===== src/rtl/tank_pkg.sv =====
// Types and geometry constants shared by the bullet, color-mapper and tank-motion blocks.
package tank_pkg;

    typedef enum logic [1:0] {
        UP    = 2'b00,
        RIGHT = 2'b01,
        DOWN  = 2'b10,
        LEFT  = 2'b11
    } dir_t;

    typedef enum logic [1:0] {
        IDLE     = 2'b00,
        FLY      = 2'b01,
        COOLDOWN = 2'b10
    } bullet_state_t;

    localparam logic [9:0] PARK = 10'h3FF;

    localparam int SCREEN_W        = 640;
    localparam int SCREEN_H        = 480;
    localparam int TANK_W          = 70;
    localparam int TANK_H          = 50;
    localparam int SPEED           = 4;
    localparam int COOLDOWN_FRAMES = 30;

    // One guard bit over the 11-bit signed coordinate range, so box edges near 1023 cannot wrap.
    typedef logic signed [11:0] coord_t;

    function automatic coord_t to_coord(input logic [9:0] v);
        return $signed({2'b00, v});
    endfunction

    function automatic logic on_screen(input coord_t x, input coord_t y);
        return (x >= 12'sd0) && (x <= coord_t'(SCREEN_W - 1)) &&
               (y >= 12'sd0) && (y <= coord_t'(SCREEN_H - 1));
    endfunction

endpackage


===== src/rtl/sync_edge.sv =====
// Two-flop synchronizer followed by a registered rising-edge pulse.
module sync_edge (
    input  logic clk,
    input  logic rst_n,
    input  logic async_in,
    output logic pulse
);

    logic [2:0] sync_q;

    always_ff @(posedge clk or negedge rst_n) begin
        if (!rst_n) begin
            sync_q <= 3'b000;
            pulse  <= 1'b0;
        end else begin
            sync_q <= {sync_q[1:0], async_in};
            pulse  <= sync_q[1] & ~sync_q[2];
        end
    end

endmodule


===== src/rtl/bullet_controller.sv =====
// Per-tank bullet engine: launch from the muzzle, advance per frame, hit test, off-screen retire, reload cooldown.
module bullet_controller
    import tank_pkg::*;
(
    input  logic       Clk,
    input  logic       Reset,
    input  logic       frame_clk,
    input  logic       enable,
    input  logic       fire,
    input  logic [1:0] dir,
    input  logic [9:0] TankX_own,
    input  logic [9:0] TankY_own,
    input  logic [9:0] TankX_opp,
    input  logic [9:0] TankY_opp,
    output logic [9:0] BulletX,
    output logic [9:0] BulletY,
    output logic       bullet_active,
    output logic       ready,
    output logic       hit
);

    localparam logic [4:0] CNT_LOAD = 5'(COOLDOWN_FRAMES);
    localparam coord_t     STEP     = coord_t'(SPEED);

    logic frame_tick, fire_edge;

    sync_edge u_frame_sync (.clk(Clk), .rst_n(Reset), .async_in(frame_clk), .pulse(frame_tick));
    sync_edge u_fire_sync  (.clk(Clk), .rst_n(Reset), .async_in(fire),      .pulse(fire_edge));

    bullet_state_t state, state_nxt;
    dir_t          fly_dir, fly_dir_nxt;
    logic [9:0]    x_nxt, y_nxt;
    logic [4:0]    cnt, cnt_nxt;
    logic          hit_nxt;

    coord_t own_x, own_y, opp_x, opp_y, cur_x, cur_y;
    coord_t mz_x, mz_y, nx, ny;
    logic   in_box;

    assign own_x = to_coord(TankX_own);
    assign own_y = to_coord(TankY_own);
    assign opp_x = to_coord(TankX_opp);
    assign opp_y = to_coord(TankY_opp);
    assign cur_x = to_coord(BulletX);
    assign cur_y = to_coord(BulletY);

    always_comb begin
        mz_x = own_x;
        mz_y = own_y;
        unique case (dir_t'(dir))
            UP:      begin mz_x = own_x + 12'sd35; mz_y = own_y - 12'sd5;  end
            RIGHT:   begin mz_x = own_x + 12'sd75; mz_y = own_y + 12'sd25; end
            DOWN:    begin mz_x = own_x + 12'sd35; mz_y = own_y + 12'sd55; end
            default: begin mz_x = own_x - 12'sd5;  mz_y = own_y + 12'sd25; end
        endcase
    end

    always_comb begin
        nx = cur_x;
        ny = cur_y;
        unique case (fly_dir)
            UP:      ny = cur_y - STEP;
            RIGHT:   nx = cur_x + STEP;
            DOWN:    ny = cur_y + STEP;
            default: nx = cur_x - STEP;
        endcase
    end

    // Only consumed on frame_tick, so opponent moves mid-frame have no effect.
    assign in_box = (nx >= opp_x) && (nx <= opp_x + coord_t'(TANK_W)) &&
                    (ny >= opp_y) && (ny <= opp_y + coord_t'(TANK_H));

    always_comb begin
        state_nxt   = state;
        fly_dir_nxt = fly_dir;
        x_nxt       = BulletX;
        y_nxt       = BulletY;
        cnt_nxt     = cnt;
        hit_nxt     = 1'b0;
        if (!enable) begin
            state_nxt = IDLE;
            x_nxt     = PARK;
            y_nxt     = PARK;
            cnt_nxt   = 5'd0;
        end else begin
            unique case (state)
                IDLE: begin
                    if (fire_edge) begin
                        fly_dir_nxt = dir_t'(dir);
                        if (on_screen(mz_x, mz_y)) begin
                            state_nxt = FLY;
                            x_nxt     = mz_x[9:0];
                            y_nxt     = mz_y[9:0];
                        end else begin
                            state_nxt = COOLDOWN;
                            cnt_nxt   = CNT_LOAD;
                        end
                    end
                end
                FLY: begin
                    if (frame_tick) begin
                        if (in_box || !on_screen(nx, ny)) begin
                            hit_nxt   = in_box;
                            state_nxt = COOLDOWN;
                            x_nxt     = PARK;
                            y_nxt     = PARK;
                            cnt_nxt   = CNT_LOAD;
                        end else begin
                            x_nxt = nx[9:0];
                            y_nxt = ny[9:0];
                        end
                    end
                end
                COOLDOWN: begin
                    if (frame_tick) begin
                        if (cnt <= 5'd1) begin
                            state_nxt = IDLE;
                            cnt_nxt   = 5'd0;
                        end else begin
                            cnt_nxt = cnt - 5'd1;
                        end
                    end
                end
                default: begin
                    state_nxt = IDLE;
                    x_nxt     = PARK;
                    y_nxt     = PARK;
                    cnt_nxt   = 5'd0;
                end
            endcase
        end
    end

    always_ff @(posedge Clk or negedge Reset) begin
        if (!Reset) begin
            state   <= IDLE;
            fly_dir <= UP;
            BulletX <= PARK;
            BulletY <= PARK;
            cnt     <= 5'd0;
            hit     <= 1'b0;
        end else begin
            state   <= state_nxt;
            fly_dir <= fly_dir_nxt;
            BulletX <= x_nxt;
            BulletY <= y_nxt;
            cnt     <= cnt_nxt;
            hit     <= hit_nxt;
        end
    end

    assign bullet_active = (state == FLY);
    assign ready         = (state == IDLE) && enable;

endmodule


===== config.mk =====
export PLATFORM = sky130hd
export DESIGN_NAME = bullet_controller
export DESIGN_NICKNAME = d
export VERILOG_FILES = /design/src/rtl/tank_pkg.sv /design/src/rtl/sync_edge.sv /design/src/rtl/bullet_controller.sv
export SDC_FILE = /design/constraint.sdc
export NUM_CORES = 1
export LEC_CHECK = 0
export ABC_CLOCK_PERIOD_IN_PS = 10700
export BUFFER_PORTS_ARGS = -buffer_cell sky130_fd_sc_hd__buf_2
export CORE_AREA = 4 4 110 112
export CTS_CLUSTER_DIAMETER = 60
export CTS_CLUSTER_SIZE = 12
export DETAILED_ROUTE_END_ITERATION = 7
export DIE_AREA = 0 0 114 116
export PLACE_DENSITY = 0.66
export SKIP_LAST_GASP = 1
export SLEW_MARGIN = 20
export SYNTH_ARGS = -nofsm -noshare
export SYNTH_HDL_FRONTEND = slang
export SYNTH_SLANG_ARGS = --single-unit

===== constraint.sdc =====
create_clock -name Clk -period 10.7 [get_ports Clk]
set_input_delay 1.07 -clock Clk [delete_from_list [all_inputs] [get_ports Clk]]
set_output_delay 1.07 -clock Clk [all_outputs]
set_load 0.02 [all_outputs]

# Word-level counts from Yosys, hierarchy flattened
# Cells that the tools add are included.
[word_totals]
reg_bits = 38
input_bits = 47
out_inout_bits = 23
wordCells = 111
[classes]
addsub = 13
order_cmp = 13
n_eq_ne = 14
mux = 36
bitwise = 4
n_reduce_logical = 21
[op_table]
columns = ["op", "n"]
rows = [
  ["10-bit 2-to-1 mux", 10],
  ["12-bit one-hot mux with 2 select lines", 4],
  ["10-bit one-hot mux with 3 select lines", 2],
  ["12-bit by 1-bit greater-or-equal comparator with 1-bit output, second input constant", 4],
  ["10-bit by 3-bit subtractor with 11-bit output, second input constant", 4],
  ["5-bit 2-to-1 mux", 7],
  ["10-bit by 6-bit adder with 11-bit output, second input constant", 3],
  ["12-bit by 11-bit greater-or-equal comparator with 1-bit output", 2],
  ["12-bit by 10-bit <= comparator with 1-bit output, second input constant", 2],
  ["12-bit by 11-bit <= comparator with 1-bit output, second input constant", 2],
  ["12-bit <= comparator", 2],
  ["10-bit by 3-bit adder with 11-bit output, second input constant", 2],
  ["10-bit by 7-bit adder with 11-bit output, second input constant", 2],
  ["5-bit one-hot mux with 3 select lines", 1],
  ["2-bit 2-to-1 mux", 7],
  ["3-bit by 2-bit inequality test with 1-bit output, second input constant", 4],
  ["10-bit by 5-bit adder with 11-bit output, second input constant", 1],
  ["1-bit logical AND", 10],
  ["5-bit AND reduction", 2],
  ["3-bit inequality test, second input constant", 3],
  ["2-bit by 1-bit == test with 1-bit output, second input constant", 3],
  ["2-bit == test, second input constant", 3],
  ["2-bit zero test", 3],
  ["2-bit one-hot mux with 3 select lines", 1],
  ["11 further kinds", 17],
]

# Longest topological paths before layout
[logic_depth]
depth_word = 13
ltp_mapped = 16
ltp_nobuf = 15

# By module
# A second synthesis with hierarchy kept.
[hier_totals]
hier_cells = 600
hier_area_um2 = 4849.7
[by_module_without_submodules]
columns = ["module", "n_inst", "cells_each", "area_per_inst_um2", "seq_area_each_um2"]
rows = [
  ["bullet_controller", 1, 590, 4621.9, 775.7],
  ["sync_edge", 2, 5, 113.9, 100.1],
]

# Least setup slack after synthesis
# OpenSTA, ideal clock, no wires.
[synth_path]
kind = "input to register"
startpoint = "input port TankX_opp[1]"
endpoint = "register cnt[2]"
setup_time_ns = 0.087
t_arrival_ns = 3.906
required_ns = 10.613
slack_ns = 6.707
stages = 16
n_path_buf = 1
path_cell_list = "inv_1 ha_1 nor3_1 a21oi_1 nor3_1 xnor2_1 ha_1 and2_1 nand2_1 or3_1 nor3_1 o32ai_1 a211oi_4 buf_4 or4_1 o211ai_1"
[synth_via]
elab_chain_len = 8
word_cells_on_any_way = 9
classes_between = "1 x add/sub; 2 x order compare; 1 x eq/ne; 5 x reduce/logical"
[synth_rtl]
columns = ["item", "line_no", "rtl"]
rows = [
  ["from (decl)", "bullet_controller.sv:13", "input logic [9:0] TankX_opp,"],
  ["10-bit by 7-bit adder with 11-bit output", "bullet_controller.sv:70", "assign in_box = (nx >= opp_x) && (nx <= opp_x + coord_t'(TANK_W)) &&"],
  ["12-bit <= comparator", "bullet_controller.sv:70", ""],
  ["1-bit logical AND * (2 in a row)", "bullet_controller.sv:70", ""],
  ["1-bit logical AND *", "bullet_controller.sv:71", "(ny >= opp_y) && (ny <= opp_y + coord_t'(TANK_H));"],
  ["1-bit logical OR *", "bullet_controller.sv:102", "if (in_box || !on_screen(nx, ny)) begin"],
  ["3-bit by 2-bit inequality test with 1-bit output (no source line) *", "-", ""],
  ["5-bit AND reduction (no source line) *", "-", ""],
  ["to (signal assigned)", "bullet_controller.sv:147", "cnt <= cnt_nxt;"],
  ["to (decl)", "bullet_controller.sv:33", "logic [4:0] cnt, cnt_nxt;"],
]
# Every way passes the cells marked *; elsewhere a longest branch is shown, timed or not.
# A chain may end at the register's enable or synchronous reset.

# Final worst setup path
[layout_path]
startpoint = "register fly_dir[1]"
endpoint = "register BulletX[2]"
[layout_via]
elab_chain_len = 13
word_cells_on_any_way = 26
classes_between = "8 x order compare; 2 x eq/ne; 6 x mux; 10 x reduce/logical"
[layout_rtl]
columns = ["item", "line_no", "rtl"]
rows = [
  ["from (decl)", "bullet_controller.sv:31", "dir_t fly_dir, fly_dir_nxt;"],
  ["from (signal assigned)", "bullet_controller.sv:144", "fly_dir <= fly_dir_nxt;"],
  ["2-bit == test / 2-bit zero test (equally long branches)", "bullet_controller.sv:61", "unique case (fly_dir)"],
  ["2-bit OR reduction (no source line)", "-", ""],
  ["12-bit one-hot mux with 2 select lines", "bullet_controller.sv:61", ""],
  ["12-bit by 1-bit greater-or-equal comparator with 1-bit output / 12-bit by 11-bit <= comparator with 1-bit output (equally long branches)", "tank_pkg.sv:34", "return (x >= 12'sd0) && (x <= coord_t'(SCREEN_W - 1)) &&"],
  ["1-bit logical AND (2 in a row)", "tank_pkg.sv:34", ""],
  ["1-bit logical AND", "tank_pkg.sv:35", "(y >= 12'sd0) && (y <= coord_t'(SCREEN_H - 1));"],
  ["1-bit zero test", "bullet_controller.sv:102", ""],
  ["1-bit logical OR", "bullet_controller.sv:102", ""],
  ["10-bit 2-to-1 mux *", "bullet_controller.sv:102", ""],
  ["10-bit 2-to-1 mux *", "bullet_controller.sv:101", "if (frame_tick) begin"],
  ["10-bit one-hot mux with 3 select lines *", "bullet_controller.sv:86", "unique case (state)"],
  ["10-bit 2-to-1 mux *", "bullet_controller.sv:80", "if (!enable) begin"],
  ["to (signal assigned)", "bullet_controller.sv:145", "BulletX <= x_nxt;"],
  ["to (decl)", "bullet_controller.sv:15", "output logic [9:0] BulletX,"],
]
# Every way passes the cells marked *; elsewhere a longest branch is shown, timed or not. The select of a mux whose other input is x is not followed.

==> impl_metrics.py <==
metrics = {
    "status": {
        "run_status": "finished clean",
    },
    "timing": {
        "worst_slack_ns": 5.929,
        "slew_violations": 0,
        "min_period_ns": 4.771,
        "fin_setup_tns_ns": 0,
        "rsz0062_at_grt": "false",
        "slew_headroom_pct": 30.02,
        "fin_crit_sh_pct": 44.59,
        "max_freq_mhz": 209.6,
        "skew_ns": 0.006961,
        "finalHoldViolCount": 0,
        "worstMarginPinSlew_ns": 1.050,
        "report.final.setup_viol": 0,
    },
    "synth": {
        "ys_seq_area_share_pct": 19.83,
        "synthArstFlopShare_pct": 100.0,
        "synth_edf_count": 0,
        "synth_ff_type": "dfstp_2",
        "synth_cells": 607,
        "avgSynthCellArea_um2": 8.107,
        "netlist_area_mm2": 0.004921,
        "ys_ff_latch": 38,
        "yosysWarnings": 0,
        "syn_nets": 710,
        "ys_types": 84,
    },
    "clock_tree": {
        "clock_sinks": 38,
        "cts_setup_buffers": 0,
        "cts_buffers": 5,
        "cts_buffer_depth": 2,
        "cts_tree": "done",
        "clk_pin_slew_worst_paths_ns": 0.06,
        "ctsResizeCount": 0,
        "cts_max_level": 2,
        "cts_root_buf": "clkbuf_16",
        "clock_latency_ns": 0.28,
        "hold_buffers": 0,
    },
    "finish": {
        "layout_common_cells": "buf_2 (69), nand2_1 (61), ha_1 (55)",
        "mostFrequentLayoutCell": "buf_2",
        "area_growth_pct": 11.72,
        "nets": 763,
        "drive_gt1_share_pct": 18.31,
        "num_antenna_cells": 0,
    },
    "min_path": {
        "hold_depth": 0,
        "min-delay-start": "u_frame_sync.sync_q[0]$_DFF_PN0_",
        "hold_class": "reg2reg",
        "hold_end": "u_frame_sync.sync_q[1]$_DFF_PN0_",
    },
    "routing": {
        "drtIter0Drc": 286,
        "avgRoutedWirePerCell_um": 17.20,
        "ant_nets": 0,
        "wirelength_um": 13830,
        "via_count": 4831,
        "dr.pass1.iters": 4,
        "vias_per_cell": 6.009,
        "drc": 0,
    },
    "placed_design": {
        "io_buffers": 69,
        "preCtsSetupSlack_ns": 5.755,
        "dp_hpwl_um": 11100,
        "place_congestion": 0.9131,
    },
    "die": {
        "core_area_mm2": 0.01122,
        "die_y_um": 116,
        "num_rows": 39,
        "start_util_pct": 43.85,
        "ios": 70,
        "die_width_um": 114,
        "die_area_mm2": 0.01322,
    },
    "global_route": {
        "grt.overflow.total": 0,
        "grt_use_met2_pct": 35.25,
        "grt_usage_pct": 20.96,
        "grt_pass1_vias": 4681,
        "grt_use_met1_pct": 27.95,
        "grt_start_max_net_pins": 39,
        "antenna_found_initial": 0,
        "grt_pass1_wl_um": 22900,
        "grt-busiest-layer": "met2",
        "grtUsageMet3_pct": 3.446,
    },
    "pwr": {
        "p_per_area_mw_per_mm2": 136.8,
        "ir_worst_vdd_uv": 65.01,
        "p_leak_nw": 2.452,
    },
    "critical_path": {
        "reg2reg_depth": 12,
        "worstPathRequired_ns": 10.87,
        "worstSetupStartpointType": "flip-flop",
        "rr_endpoint": "BulletX[2]$_DFFE_PN1P_",
        "r2r_setup_slack_ns": 5.93,
        "worst-path-max-fanout": 22,
        "crit_arrival_ns": 4.94,
        "crit_type": "reg2reg",
        "cp-end-kind": "flip-flop",
        "rr_startpoint": "fly_dir[1]$_DFFE_PN0P_",
    },
    "flow_run": {
        "maxCapViolCount": 0,
    },
}
## area by class of cell
cell class / count / area (um^2)
fillers: 1095 / 5725
multi-input cells: 498 / 3651
flip-flops and latches: 38 / 975.9
repair buffers: 70 / 352.8
well taps: 143 / 178.9
inverters: 47 / 176.4
clock buffers: 7 / 132.6
clock inverters: 1 / 30.03
## worst max-delay path, cell delays in order (launching register included)
cell,delay (ns)
dfrtp_1,0.64
or4_1,0.65
nor3_1,0.16
a21oi_1,0.07
xnor2_1,0.42
ha_1,0.34
a2111oi_0,0.40
o21ai_0,0.15
o221ai_1,0.19
o211ai_1,0.20
a211oi_4,0.82
o21ai_0,0.25
a221oi_1,0.35
## worst max-delay path by stage
stage / from / endpoint / slack, ns / cells past startpoint
3_3_place_gp: dir[0] / BulletX[2]$_DFFE_PN1P_ / 5.98 / 13
5_1_grt: fly_dir[1]$_DFFE_PN0P_ / BulletX[2]$_DFFE_PN1P_ / 5.47 / 12
3_5_place_dp: dir[0] / BulletX[2]$_DFFE_PN1P_ / 5.75 / 13
6_report: fly_dir[1]$_DFFE_PN0P_ / BulletX[2]$_DFFE_PN1P_ / 5.93 / 12
2_1_floorplan: TankX_opp[1] / cnt[2]$_DFFE_PN0P_ / 6.71 / 16
4_1_cts: fly_dir[1]$_DFFE_PN0P_ / BulletX[2]$_DFFE_PN1P_ / 5.93 / 12
## cell usage after synthesis (12+ instances only)
cell / number / area (um^2)
a21oi_1: 29 / 145.1
clkbuf_1: 16 / 60.06
dfrtp_1: 18 / 450.4
dfstp_2: 20 / 525.5
ha_1: 55 / 688.2
inv_1: 47 / 176.4
nand2_1: 61 / 229.0
nand3_1: 16 / 80.08
nor2_1: 37 / 138.9
nor3_1: 22 / 110.1
nor4_1: 13 / 81.33
o21ai_0: 29 / 145.1
xnor2_1: 32 / 280.3
xor2_1: 12 / 105.1
## report_power, final
| group | leakage (nW) | total (mW) | switching [mW] | internal [mW] |
|---|---|---|---|---|
| Sequential | 0.432 | 0.190 | 0.0275 | 0.162 |
| Combinational | 1.94 | 0.397 | 0.235 | 0.162 |
| Clock | 0.0781 | 0.165 | 0.0549 | 0.110 |
| Total | 2.45 | 0.752 | 0.318 | 0.434 |
## registers in the layout, indices dropped and copies added (netlist names)
register / cells
state: 2
u_frame_sync.sync_q: 3
fly_dir: 2
BulletX: 10
BulletY: 10
u_fire_sync.sync_q: 3
u_frame_sync.pulse: 1
u_fire_sync.pulse: 1
cnt: 5
hit: 1
## cells by family after synthesis
| logic type | count (synthesis) | synth area share, % |
|---|---|---|
| multiplexers | 8 | 1.729 |
| AND/OR/NAND/NOR | 231 | 25.65 |
| AO/OA/AOI/OAI | 159 | 24.59 |
| XOR/XNOR | 44 | 7.831 |
| buffers and inverters | 71 | 5.975 |
| flip-flops | 38 | 19.83 |
| adder cells (fa/ha/maj) | 56 | 14.39 |
## layer usage
| metal | part of all wire (%) | vias to the layer above |
|---|---|---|
| li1 | - | 2374 |
| met1 | 45 | 2309 |
| met2 | 48 | 134 |
| met3 | 5.1 | 14 |
| met4 | 1.3 | 0 |
| met5 | 0 | - |
## per-stage QoR
stage / hold WS (ns) / power (mW) / area (um^2) / cells / utilization (%)
after global routing: 0.3513 / 0.8143 / 5498 / 804 / 48.99
after floorplan: 0.3312 / 0.4839 / 4921 / 607 / -
after global placement: 0.3330 / 0.5718 / 5335 / 796 / 47.54
after detailed placement: 0.3358 / 0.5844 / 5335 / 796 / 47.54
after CTS: 0.3486 / 0.7524 / 5498 / 804 / 48.99
final: 0.3443 / 0.7519 / 5498 / 804 / 48.99
Power figures use the tool's default switching activity.
